$ cat src/rtl/johnson_phase_monitor.sv
// Johnson counter phase monitor: decodes the counter state into a phase index and one-hot strobe,
// tracks successor continuity, reports lock and a saturating error count. Optional macro: JOHNSON_DIR_EN.
module johnson_phase_monitor #(
    parameter int WIDTH      = 4,
    parameter int LOCK_COUNT = 3,
    parameter int ERR_W      = 8
) (
    input  logic                          clk,
    input  logic                          clear,
    input  logic [WIDTH-1:0]              johnson_in,
    input  logic                          valid_in,
    output logic [$clog2(2*WIDTH)-1:0]    phase,
    output logic [2*WIDTH-1:0]            onehot,
    output logic                          phase_valid,
    output logic                          illegal,
    output logic                          seq_err,
    output logic                          locked,
    output logic [ERR_W-1:0]              err_count,
`ifdef JOHNSON_DIR_EN
    output logic                          dir,
`endif
    output logic [1:0]                    dbg_state
);

    localparam int N     = 2 * WIDTH;
    localparam int PW    = $clog2(N);
    localparam int RUN_W = $clog2(LOCK_COUNT + 1);
    localparam logic [WIDTH-1:0] ONES = '1;

    typedef enum logic [1:0] {
        UNLOCKED = 2'd0,
        TRACK    = 2'd1,
        LOCKED   = 2'd2
    } state_e;

    state_e             state_q, state_d;
    logic [RUN_W-1:0]   run_q, run_d;
    logic [PW-1:0]      prev_q, prev_d;
    logic [PW-1:0]      phase_q, phase_d;
    logic [N-1:0]       onehot_q, onehot_d;
    logic               pv_q, pv_d;
    logic               illegal_q, illegal_d;
    logic               seq_err_q, seq_err_d;
    logic [ERR_W-1:0]   err_q, err_d;
    logic               dir_q, dir_d;

    logic               legal;
    logic [PW-1:0]      dec;
    logic               is_fwd, is_rev, step_ok;
    logic [RUN_W-1:0]   run_inc;

    function automatic logic [PW-1:0] succ(input logic [PW-1:0] p);
        succ = (p == PW'(N - 1)) ? '0 : p + 1'b1;
    endfunction

    function automatic logic [PW-1:0] pred(input logic [PW-1:0] p);
        pred = (p == '0) ? PW'(N - 1) : p - 1'b1;
    endfunction

    // Leading run of k ones gives phase k; leading zeros then k trailing ones gives phase N-k.
    always_comb begin
        legal = 1'b0;
        dec   = '0;
        for (int k = 0; k <= WIDTH; k++) begin
            if (johnson_in == ~(ONES >> k)) begin
                legal = 1'b1;
                dec   = PW'(k);
            end
        end
        for (int k = 1; k < WIDTH; k++) begin
            if (johnson_in == (ONES >> (WIDTH - k))) begin
                legal = 1'b1;
                dec   = PW'(N - k);
            end
        end
    end

    always_comb begin
        is_fwd  = (dec == succ(prev_q));
        is_rev  = (dec == pred(prev_q));
        step_ok = 1'b0;
`ifdef JOHNSON_DIR_EN
        // The first tracked step may go either way; afterwards the latched direction rules.
        if (state_q == TRACK && run_q == '0) step_ok = is_fwd || is_rev;
        else                                 step_ok = dir_q ? is_rev : is_fwd;
`else
        step_ok = is_fwd;
`endif
    end

    assign run_inc = run_q + 1'b1;

    always_comb begin
        state_d   = state_q;
        run_d     = run_q;
        prev_d    = prev_q;
        dir_d     = dir_q;
        phase_d   = phase_q;
        onehot_d  = '0;
        pv_d      = 1'b0;
        illegal_d = 1'b0;
        seq_err_d = 1'b0;
        err_d     = err_q;
        if (valid_in) begin
            if (legal) begin
                phase_d  = dec;
                onehot_d = N'(1) << dec;
                pv_d     = 1'b1;
                prev_d   = dec;
            end else begin
                illegal_d = 1'b1;
            end
            case (state_q)
                UNLOCKED: begin
                    if (legal) begin
                        run_d   = '0;
                        state_d = TRACK;
                    end
                end
                TRACK: begin
                    if (!legal) begin
                        run_d   = '0;
                        state_d = UNLOCKED;
                    end else if (step_ok) begin
                        run_d = run_inc;
                        if (run_q == '0) dir_d = is_rev && !is_fwd;
                        if (run_inc == RUN_W'(LOCK_COUNT)) state_d = LOCKED;
                    end else begin
                        run_d = '0;
                    end
                end
                LOCKED: begin
                    if (!legal || !step_ok) begin
                        seq_err_d = 1'b1;
                        run_d     = '0;
                        state_d   = UNLOCKED;
                        if (err_q != '1) err_d = err_q + 1'b1;
                    end
                end
                default: begin
                    run_d   = '0;
                    state_d = UNLOCKED;
                end
            endcase
        end
    end

    always_ff @(posedge clk or posedge clear) begin
        if (clear) begin
            state_q   <= UNLOCKED;
            run_q     <= '0;
            prev_q    <= '0;
            dir_q     <= 1'b0;
            phase_q   <= '0;
            onehot_q  <= '0;
            pv_q      <= 1'b0;
            illegal_q <= 1'b0;
            seq_err_q <= 1'b0;
            err_q     <= '0;
        end else begin
            state_q   <= state_d;
            run_q     <= run_d;
            prev_q    <= prev_d;
            dir_q     <= dir_d;
            phase_q   <= phase_d;
            onehot_q  <= onehot_d;
            pv_q      <= pv_d;
            illegal_q <= illegal_d;
            seq_err_q <= seq_err_d;
            err_q     <= err_d;
        end
    end

    assign phase       = phase_q;
    assign onehot      = onehot_q;
    assign phase_valid = pv_q;
    assign illegal     = illegal_q;
    assign seq_err     = seq_err_q;
    assign locked      = (state_q == LOCKED);
    assign err_count   = err_q;
    assign dbg_state   = state_q;
`ifdef JOHNSON_DIR_EN
    assign dir         = dir_q;
`else
    logic unused_dir;
    assign unused_dir = dir_q;
`endif

endmodule

$ cat config.mk
export PLATFORM = sky130hd
export DESIGN_NAME = johnson_phase_monitor
export DESIGN_NICKNAME = d
export VERILOG_FILES = /design/src/rtl/johnson_phase_monitor.sv
export SDC_FILE = /design/constraint.sdc
export NUM_CORES = 1
export LEC_CHECK = 0
export ABC_AREA = 1
export CAP_MARGIN = 20
export CORE_MARGIN = 10
export CORE_UTILIZATION = 25
export CTS_CLUSTER_DIAMETER = 200
export DETAILED_ROUTE_END_ITERATION = 12
export GPL_TIMING_DRIVEN = 0
export PLACE_DENSITY_LB_ADDON = 0.15
export SYNTH_ARGS = -nofsm -noshare
export SYNTH_HDL_FRONTEND = slang
export SYNTH_SLANG_ARGS = --single-unit
export TNS_END_PERCENT = 10
$ cat constraint.sdc
create_clock -name clk -period 2.4 [get_ports clk]
set_input_delay 0.36 -clock clk [delete_from_list [all_inputs] [get_ports clk]]
set_output_delay 0.36 -clock clk [all_outputs]
set_load 0.01 [all_outputs]
==> results of run 1 <==
## cells in the final DEF (no fill, tap or decap), drive strengths merged, types with 4 or more instances in the layout
cell type / instances
nand2: 59
clkdlybuf4s50: 30
dfrtp: 26
nor2: 21
inv: 17
nand3: 12
nor3: 4
xor2: 4
ha: 4
nand4: 4
## flip-flops by register name (all words and copies together), names as in the netlist
| signal | cells |
|---|---|
| seq_err | 1 |
| onehot | 8 |
| dbg_state | 2 |
| err_count | 8 |
| illegal | 1 |
| phase_valid | 1 |
| run_q | 2 |
| phase | 3 |
## path summary, 6_finish.rpt
check	cells past startpoint	endpoint	slack [ps]
max	2	locked	510
min	2	onehot[3]	350
max reg2reg	10	err_count[7]	560
min reg2reg	2	run_q[0]	500
max in group asynchronous	3	onehot[5]	1540
min in group asynchronous	2	err_count[1]	400
## final cells by class
type                            instances  area [um^2]  share of cell area (%)
Clock inverter                          1         30.0                    1.60
Timing Repair Buffer                   31          328                    17.5
Sequential cell                        26          651                    34.8
Multi-Input combinational cell        119          657                    35.1
Clock buffer                            3         41.3                    2.21
Tap cell                               72         90.1                    4.81
Buffer                                  1         7.51                   0.401
Inverter                               18         67.6                    3.61
## stage by stage
step | instance area, um^2 | hold WS (ps) | util [%] | worst slack [ps] | std cells
6_report | 1870 | 348 | 34.4 | 509 | 271
5_1_grt | 1870 | 346 | 34.4 | 336 | 271
4_1_cts | 1840 | 336 | 33.9 | 471 | 270
3_5_place_dp | 1770 | 476 | 32.6 | 269 | 266
3_3_place_gp | 1770 | 464 | 32.6 | 236 | 266
2_1_floorplan | 1380 | 400 | - | 651 | 164
## cell families after synthesis
| family | Yosys count | synth area share (%) |
|---|---|---|
| AND/OR/NAND/NOR | 103 | 37.3 |
| multiplexers | 1 | 0.814 |
| AO/OA/AOI/OAI | 5 | 1.99 |
| XOR/XNOR | 6 | 3.80 |
| flip-flops | 26 | 47.1 |
| adder cells (fa/ha/maj) | 4 | 3.62 |
| buffers and inverters | 19 | 5.43 |
## power groups by stage
stage	clock, mW	combinational (mW)	sequential [mW]
5_1_grt	0.399	0.534	0.571
3_5_place_dp	0	0.475	0.566
6_report	0.366	0.471	0.558
4_1_cts	0.387	0.477	0.559
2_1_floorplan	0	0.258	0.582
3_3_place_gp	0	0.473	0.567
## layer usage
layer  wire length (um)  vias to the layer above  track usage [%]  part of all wire, %
met1               1430                      501             8.94                   45
met5                  0                        -                0                    0
met2               1510                       17             12.2                   47
li1                   -                      585                -                    -
met3                223                        2             2.46                  7.0
met4                 14                        0             1.90                 0.44
==> results summary, run 1 <==
The kind of critical path is register to output port. In this run the power spent charging and discharging nets is 457 uW. Ranked by total cell area, the synthesized netlist is headed by dfrtp_1 47%, nand2_1 15%, nor2_1 4.1%. The die covers 8900 um^2. The global-route wire length before repair is 5310 um.

The horizontal extent of the die is 94.4 um. The leakage dissipation is 0.931 nW. The H-tree depth came out at 1. Of all cell types, the one taking the most synthesized area is dfrtp_1. The critical path goes through nor2_1 > clkdlybuf4s50_1. Across the run, the number of max-cap violations was 0. The net switching fraction of the power is 32.8%.

The final layout contains routed wiring with a total length of 3180 um. The later pin in the worst-skew pair is clocked with a latency of 270 ps. The power density normalized to cell area came out at 745 nW/um^2.

The number of antenna cells inserted is 0. The shortest clock period the worst path allows after layout is 1890 ps. The worst vdd rail ir drop came out at 274 uV. The initial standard-cell utilization of the core is 25.4%. The flip-flop and latch count after synthesis is 26. The worst pin sits at a relative slew slack of 68.2%. The clock sink count came out at 26. The maximum frequency from static timing analysis is 0.529 GHz. The total setup violations reported at the end of the flow came out at 0. The total DRC errors in the routed layout is 0.

The number of clock buffers added by TritonCTS is 3. TritonCTS built the clock tree. The final total power is 1.39 mW. The height of the die came out at 94.4 um.

The arrival time at the worst endpoint is 1530 ps. The maximum net fanout on the critical path came out at 6. The number of flops mapped to enable cells by yosys came out at 0. The worst hold path belongs to the class input pin to register. The setup total negative slack came out at 0 ps.

The startpoint identified for the worst hold timing path is johnson_in[0]. The worst setup path is captured at an output port. The slew at the pin with the worst max-slew slack came out at 477 ps. The internal portion of the total power is 937 uW.

The first TritonRoute pass finished after 4 iterations. The total of warnings raised by yosys is 0. CTS placed an instance of clkbuf_8 at the clock tree root. The placer's final routability congestion estimate is 0.776. The largest individual stage delay along the critical path comes from the cell clkdlybuf4s50_1. The beginning of the critical path is dbg_state[0]. The run finished with clean final reports. In the synthesized netlist the dominant register cell turns out to be dfrtp_1. The floorplan has 27 rows. After floorplanning, the core was sized to cover 5440 um^2. At the worst endpoint, the required time is 2040 ps. When the netlist entered floorplanning its net count stood at 175. The mapped netlist covers 1380 um^2. The count of nets left with antenna violations once routing finished came out at 0. The number of buffers inserted by post-CTS setup repair is 0. By count the netlist is led by 54 x nand2_1, 26 x dfrtp_1, 15 x nor2_1, 12 x inv_1, 9 x nand3_1. The number of hold buffers added after cts came out at 0. The post-cts repair resize count came out at 0. The power share of the combinational group came out at 33.8%. The average wire per standard cell is 11.7 um.

Of all flip-flops after synthesis, the portion carrying an async set or reset was 100%. The number of pins with negative max-slew slack in the final report came out at 0. The cell family contributing the most delay on the critical path is buffers and inverters. The number of port buffers came out at 30. The instance count of the mapped netlist is 164. The via count of the first global-routing pass came out at 1,128. The overall overflow remaining after global route came out at 0. The count of filler cells inserted in the layout is 552. The CTS clock-pin slew for the worst setup and hold paths came out at 100 ps.

The via density per instance is 4.08. The maximum buffer depth of the clock tree is 2. STA classifies the critical path startpoint as a register. The total I/O pin count came out at 32.

The area growth from synthesis to layout came out at 35.4%. The biggest cell delay along the critical path came out at 580 ps. The total count of hold-check failures in the final report is 0.

The overall global routing resource usage is 7.37%. The fraction of the cycle the final worst path needs came out at 78.8%. The vias after detailed routing came out at 1,105. The count of nets after finishing is 211. The worst register-to-register path begins at phase[0]. The maximum clock skew at final layout is 7.56 ps.

The part of the total power dissipated in the clock network came out at 26.2%. By instance count, the leading cell after synthesis is nand2_1. In this run, the number of DRC markers left after iteration 0 of detailed routing was 34. The portion of the post-synthesis area used by sequential elements came out at 47.1%. The register share of total power came out at 40.0%. The HPWL reported at the end of detailed placement came out at 2430 um. The initial antenna violation count was 0.

The share of synthesized area in the top cell type comes to 47.1%. After synthesis, the netlist uses 26 different library cells. The average cell area after synthesis is 8.43 um^2. The total buffers and inverters traversed by the critical path came out at 1.

The maximum number of pins on one net before global-route repair is 27. Setup repair after global routing left no endpoint under its margin. The post-route netlist has 14.1% of its cells at a drive strength greater than 1.
Power figures use the tool's default switching activity.
==> inputs of run 2 (changes only) <==
==> constraint.sdc (replaced) <==
create_clock -name clk -period 1.9 [get_ports clk]
set_input_delay 0.285 -clock clk [delete_from_list [all_inputs] [get_ports clk]]
set_output_delay 0.285 -clock clk [all_outputs]
set_load 0.01 [all_outputs]
==> run 2 against run 1 <==
  * Via count up 1.5%
  * Flip-flop and latch count stayed put
  * Combinational power is 32% higher
  * Register-to-register slack got worse by 430 ps
  * Critical path type is now register to register
  * Count of clock-buffer cells in the layout stayed put
  * Largest power group unchanged
==> results summary, run 2 (synthesized netlist as in run 1, its figures left out) <==
The clock insertion delay at the later pin of the skew report is 270 ps (about the same). Setup repair after global routing could not meet its margin everywhere. The highest layer touched by signal routing is met4. The count of nets left with antenna violations after detail routing is 0 (unchanged). The via count of the first global-routing pass came out at 1,128 (unchanged).

The clock period could shrink to 1770 ps. The CTS clock-pin slew for the worst setup and hold paths came out at 100 ps (about the same). The vias after detailed routing came out at 1,122 (+1.5%). The number of placed cells counting well taps is 266 (unchanged). The average wire per standard cell is 11.8 um (+0.39%).

The worst-case headroom to the max-slew limit is 68.2% (about the same). The leakage dissipation is 0.981 nW (+5.4%). The global-route wire length before repair came out at 5310 um (unchanged). The logic depth of the worst register-to-register path came out at 12 (+2). The arrival time at the worst endpoint is 1990 ps (+460 ps). The initial antenna violation count came out at 0 (unchanged). The worst register-to-register path begins at phase[1].

The library cells used most frequently in the layout, excluding fill and tap cells, are 53 x nand2_1, 26 x dfrtp_1, 26 x clkdlybuf4s50_1. The area inside the core boundary is 5440 um^2 (unchanged). The slew at the pin with the worst max-slew slack came out at 477 ps (+0.195 ps). The final total power came out at 1.79 mW (+28%). The kind of start point of the critical path is a register. The maximum net fanout on the critical path is 8 (+2). The power density normalized to cell area is 935 nW/um^2 (+26%). The overall global routing resource usage came out at 7.37% (unchanged).

The total DRC errors in the routed layout is 0 (unchanged). The total I/O pin count came out at 32 (unchanged). The count of nets after finishing is 213 (+0.95%).

The starting DRC count in detailed routing came to 40 (+18%). The end point of the worst hold path is onehot[3]. The number of hold buffers added after cts is 0 (unchanged).

The fraction of the cycle the final worst path needs is 93.1%. The number of pins with negative max-slew slack in the final report came out at 0 (unchanged). The overall overflow remaining after global route is 0 (unchanged). The area growth from synthesis to layout is 38.5%. The total setup violations reported at the end of the flow is 0 (unchanged). The kind of critical path is register to register. The clock root buffer is clkbuf_8. The number of port buffers came to 30 (unchanged). The count of filler cells inserted in the layout was 552 (unchanged).

The setup total negative slack came out at 0 ps (unchanged). The maximum number of pins on one net before global-route repair is 27 (unchanged). The maximum clock skew at final layout is 7.32 ps (-0.233 ps). The maximum frequency from static timing analysis is 0.565 GHz. The most common library cell in the layout ignoring fill and taps is nand2_1. The horizontal extent of the die came out at 94.4 um (unchanged).

The maximum buffer depth of the clock tree is 2 (unchanged). The total count of hold-check failures in the final report came out at 0 (unchanged). The routed metal-1 wire length came to 1430 um (about the same). The endpoint class of the critical path is a register. The area of the die came to 8900 um^2 (unchanged). The startpoint identified for the worst hold timing path is johnson_in[0]. The initial standard-cell utilization of the core came out at 25.4% (unchanged). The number of stages on the worst hold path came out at 2 (unchanged). TritonCTS built the clock tree. The number of antenna cells inserted is 0 (unchanged). The via density per instance is 4.11 (+0.79%). The worst setup slack for register-to-register paths came out at 130 ps (-430 ps). The H-tree depth came out at 1 (unchanged).

The number of search-and-repair iterations in the first detailed-routing pass came out at 4 (unchanged). The site row count was 27 (unchanged). The final design utilization came out at 35.2% (+0.78 points). The worst hold path belongs to the class input pin to register.

The height of the die was 94.4 um (unchanged). The count of non-filler cells in the finished layout was 273 (+0.74%). The met3 wire length came out at 234 um (+4.9%). The max-capacitance violation count is 0 (unchanged). The clock sink count is 26 (unchanged). The endpoint identified for the worst register-to-register timing path is err_count[1]. The detailed-routed wire length on met2 is 1530 um (+1.5%). The total wire length came out at 3210 um (+1.1%). The worst vdd rail ir drop came out at 413 uV (+51%). The HPWL reported at the end of detailed placement is 2430 um (unchanged). The flow ran to the end, and the final reports show no timing, DRC or antenna violations. The endpoint required time on the critical path came out at 2120 ps (+80 ps). The placer's final routability congestion estimate is 0.776 (unchanged). The total clock buffers created by CTS is 3 (unchanged). The layout cell share with drive strength beyond 1 is 17.4% (+3.3 points).
run 2: cell count changes in the layout (fill, tap and decap cells not counted), sizes merged:
cell           previous run  this run
clkdlybuf4s50            30        26
dlymetal6s2s              0         4
buf                       2         4
run 2: report_power, final:
part           switching [mW]  internal (mW)
clock                   0.179          0.282
combinational           0.329          0.293
sequential             0.0820          0.625
total                   0.591           1.20
run 2: through the flow:
step | setup slack, ps | hold slack, ps | cell area (um^2)
floorplan | 151 | 325 | 1380
global placement | -189 | 464 | 1770
detailed placement | -156 | 476 | 1770
CTS | 33.3 | 261 | 1840
global route | -7.08 | 270 | 1910
finish | 131 | 271 | 1910
run 2: area by class of cell:
| cell class | count | area (um^2) | area share (%) |
|---|---|---|---|
| clock inverter | 1 | 30.0 | 1.57 |
| tap | 72 | 90.1 | 4.71 |
| buffer | 1 | 7.51 | 0.392 |
| timing repair buffer | 33 | 353 | 18.4 |
| multi-input combinational | 119 | 674 | 35.2 |
| inverter | 18 | 67.6 | 3.53 |
| sequential | 26 | 651 | 34.0 |
| clock buffer | 3 | 41.3 | 2.16 |
run 2: worst max path at each step:
stage / slack, ps / end / depth (start not counted) / startpoint
2_1_floorplan: 150 / err_count[3] / 11 / phase[0]
5_1_grt: -7 / err_count[7] / 12 / phase[1]
3_3_place_gp: -190 / err_count[7] / 11 / johnson_in[1]
4_1_cts: 30 / err_count[7] / 10 / phase[0]
6_report: 130 / err_count[1] / 12 / phase[1]
3_5_place_dp: -160 / err_count[7] / 12 / johnson_in[1]
run 2: layer usage:
layer  vias to the layer above  GRT usage [%]
li1                        588              -
met1                       506           8.94
met2                        26           12.2
met3                         2           2.46
met4                         0           1.90
met5                         -              0
run 2: what timing repair did:
item	4_1_cts	5_1_grt
buffers inserted	0	2
setup endpoints to repair	0	13
resized for setup	0	10
run 2: worst max-delay path, stage by stage, from the launching register on:
cell and delay (ps):
dfrtp_1 410, ha_2 190, ha_2 340, inv_1 40, nand2_1 50, nand2_1 80, nor2_4 150, nand3_4 110
nand2_4 80, inv_2 50, nand2_4 100, nand2_1 60, nand2_1 60
==> inputs of run 3 (changes only) <==
--- a/config.mk
+++ b/config.mk
@@ -12,6 +12,7 @@
 export CTS_CLUSTER_DIAMETER = 200
 export DETAILED_ROUTE_END_ITERATION = 12
 export GPL_TIMING_DRIVEN = 0
+export MAX_ROUTING_LAYER = met4
 export PLACE_DENSITY_LB_ADDON = 0.15
 export SYNTH_ARGS = -nofsm -noshare
 export SYNTH_HDL_FRONTEND = slang
==> run 3 against run 2 <==
  * Sequential share of layout area did not move
  * Highest routed layer unchanged
  * Maximum frequency barely moved
  * Wire length barely moved
  * Clock skew barely moved
  * First-iteration DRC count did not move
  * Critical path depth did not move
  * Worst hold slack barely moved
  * Global-route usage rose by 0.24 points
==> results summary, run 3 (synthesized netlist as in run 1, its figures left out) <==
The flow ran to the end, and the final reports show no timing, DRC or antenna violations. The power density normalized to cell area came out at 936 nW/um^2 (about the same). By instance count, the cell type seen most on the critical path is nand2_1. The path class of the tightest hold or removal check is input pin to register. The placer's final routability congestion estimate is 0.786 (+1.4%).

The number of hold buffers added after cts is 0 (unchanged). The worst vdd rail ir drop is 412 uV (about the same). The worst setup path is launched from a register.

The setup total negative slack came out at 0 ps (unchanged). The total DRC errors in the routed layout was 0 (unchanged). The total clock buffers created by CTS was 3 (unchanged).

The initial antenna violation count is 0 (unchanged). The site row count came out at 27 (unchanged). The worst-case headroom to the max-slew limit came to 68.2% (about the same). The number of port buffers is 30 (unchanged). The H-tree depth came out at 1 (unchanged). The maximum clock skew at final layout is 7.46 ps (+0.135 ps). The biggest cell delay along the critical path is 410 ps (about the same). The slew at the pin with the worst max-slew slack is 477 ps (-0.0702 ps). The vias after detailed routing came out at 1,123 (+0.089%). The CTS clock-pin slew for the worst setup and hold paths is 100 ps (about the same). The final total power came to 1.79 mW (about the same). The most common library cell in the layout ignoring fill and taps is nand2_1. The area growth from synthesis to layout came out at 38.5% (unchanged).

The number of search-and-repair iterations in the first detailed-routing pass is 4 (unchanged). The max-capacitance violation count is 0 (unchanged). The total wire length is 3210 um (about the same). Leaving out fill and tap cells, the most frequent cells in the layout are 53 x nand2_1, 26 x dfrtp_1, 26 x clkdlybuf4s50_1. The layout cell share with drive strength beyond 1 is 17.4% (unchanged). The count of filler cells inserted in the layout came to 552 (unchanged). The flip-flop and latch area came out at 651 um^2 (unchanged).

The via density per instance is 4.11 (about the same). The post-place setup slack is -156 ps (unchanged). The setup path with the least slack is of type register to register. The endpoint class of the critical path is a register. The arrival time at the worst endpoint came out at 1990 ps (about the same). The final worst-path setup slack came to 131 ps (+0.0700 ps). The endpoint required time on the critical path came out at 2120 ps (about the same). The count of nets after finishing is 213 (unchanged).

The clock insertion delay at the later pin of the skew report is 270 ps (about the same). The average wire per standard cell is 11.8 um (about the same). The clock sink count came out at 26 (unchanged). The shortest clock period the worst path allows after layout came out at 1770 ps (-0.0700 ps). The initial standard-cell utilization of the core came out at 25.4% (unchanged). The area inside the core boundary is 5440 um^2 (unchanged).

The count of nets left with antenna violations after detail routing came out at 0 (unchanged). The total I/O pin count came to 32 (unchanged). Traced cell by cell, the critical path runs through ha_2 > ha_2 > inv_1 > nand2_1 > nand2_1 > nor2_4 > nand3_4 > nand2_4 > inv_2 > nand2_4 > nand2_1 > nand2_1. The area of the die was 8900 um^2 (unchanged). The overall global routing resource usage came out at 7.61% (+0.24 points).

The total count of hold-check failures in the final report came to 0 (unchanged). The tree is rooted in a clkbuf_8. The fraction of the cycle the final worst path needs is 93.1% (about the same). The slowest cell on the critical path is dfrtp_1. Setup repair after global routing could not meet its margin everywhere. The leakage dissipation was 0.981 nW (unchanged). The number of pins with negative max-slew slack in the final report is 0 (unchanged). The maximum buffer depth of the clock tree is 2 (unchanged). The total setup violations reported at the end of the flow is 0 (unchanged).

The post-route worst hold slack came out at 271 ps (+0.0530 ps). The overall overflow remaining after global route is 0 (unchanged). The global-route wire length before repair is 5310 um (+0.13%). The multi-input logic area came out at 674 um^2 (unchanged). The starting DRC count in detailed routing was 40 (unchanged).

The maximum frequency from static timing analysis is 0.565 GHz (about the same). TritonCTS built the clock tree. The HPWL reported at the end of detailed placement came out at 2430 um (unchanged). The maximum number of pins on one net before global-route repair came out at 27 (unchanged).

The via count of the first global-routing pass was 1,126 (-0.18%). The number of antenna cells inserted was 0 (unchanged). The horizontal extent of the die is 94.4 um (unchanged). The maximum net fanout on the critical path was 8 (unchanged). The height of the die is 94.4 um (unchanged).
[run 3: path summary, 6_finish.rpt]
path                                     from            to  slack [ps]  cells past startpoint
worst max-delay path                 phase[1]  err_count[1]         130                     12
worst min-delay path            johnson_in[0]     onehot[3]         270                      2
worst max register to register       phase[1]  err_count[1]         130                     12
worst min register to register       run_q[0]      run_q[0]         500                      2
max in group asynchronous               clear     onehot[5]        1120                      3
min in group asynchronous               clear  err_count[1]         320                      2
[run 3: metrics by stage]
stage,std cells,util (%),area [um^2]
floorplan,164,-,1380
global placement,266,32.6,1770
detailed placement,266,32.6,1770
CTS,270,33.9,1840
global route,273,35.2,1910
finish,273,35.2,1910
[run 3: repair_timing]
action / CTS / global route
setup buffers: 0 / 2
hold endpoints to repair: 0 / 0
setup endpoints to repair: 0 / 13
gates resized for setup: 0 / 10
[run 3: routing by layer]
metal / routed length (um) / share of wire (%) / vias up / global-route usage (%)
li1: - / - / 588 / -
met1: 1460 / 45 / 507 / 9.17
met2: 1530 / 48 / 26 / 12.2
met3: 206 / 6.4 / 2 / 2.14
met4: 14 / 0.44 / 0 / 1.90
met5: 0 / 0 / - / -
[run 3: worst max-delay path: cells and delay by family, from the launching register on]
| kind | cells | cell delay, ps |
|---|---|---|
| adder cells (fa/ha/maj) | 2 | 530 |
| buffers and inverters | 2 | 90 |
| flip-flops | 1 | 410 |
| AND/OR/NAND/NOR | 8 | 690 |
[run 3: final cells by class]
type	count	share of cell area (%)
inverters	18	3.53
flip-flops and latches	26	34.0
clock inverters	1	1.57
multi-input cells	119	35.2
plain buffers	1	0.392
clock buffers	3	2.16
repair buffers	33	18.4
well taps	72	4.71
[run 3: power by group]
part / total [mW] / internal, mW / leakage [nW] / switching [mW]
registers: 0.707 / 0.625 / 0.349 / 0.0820
clock network: 0.461 / 0.282 / 0.0357 / 0.180
logic: 0.622 / 0.293 / 0.597 / 0.329
total: 1.79 / 1.20 / 0.981 / 0.591
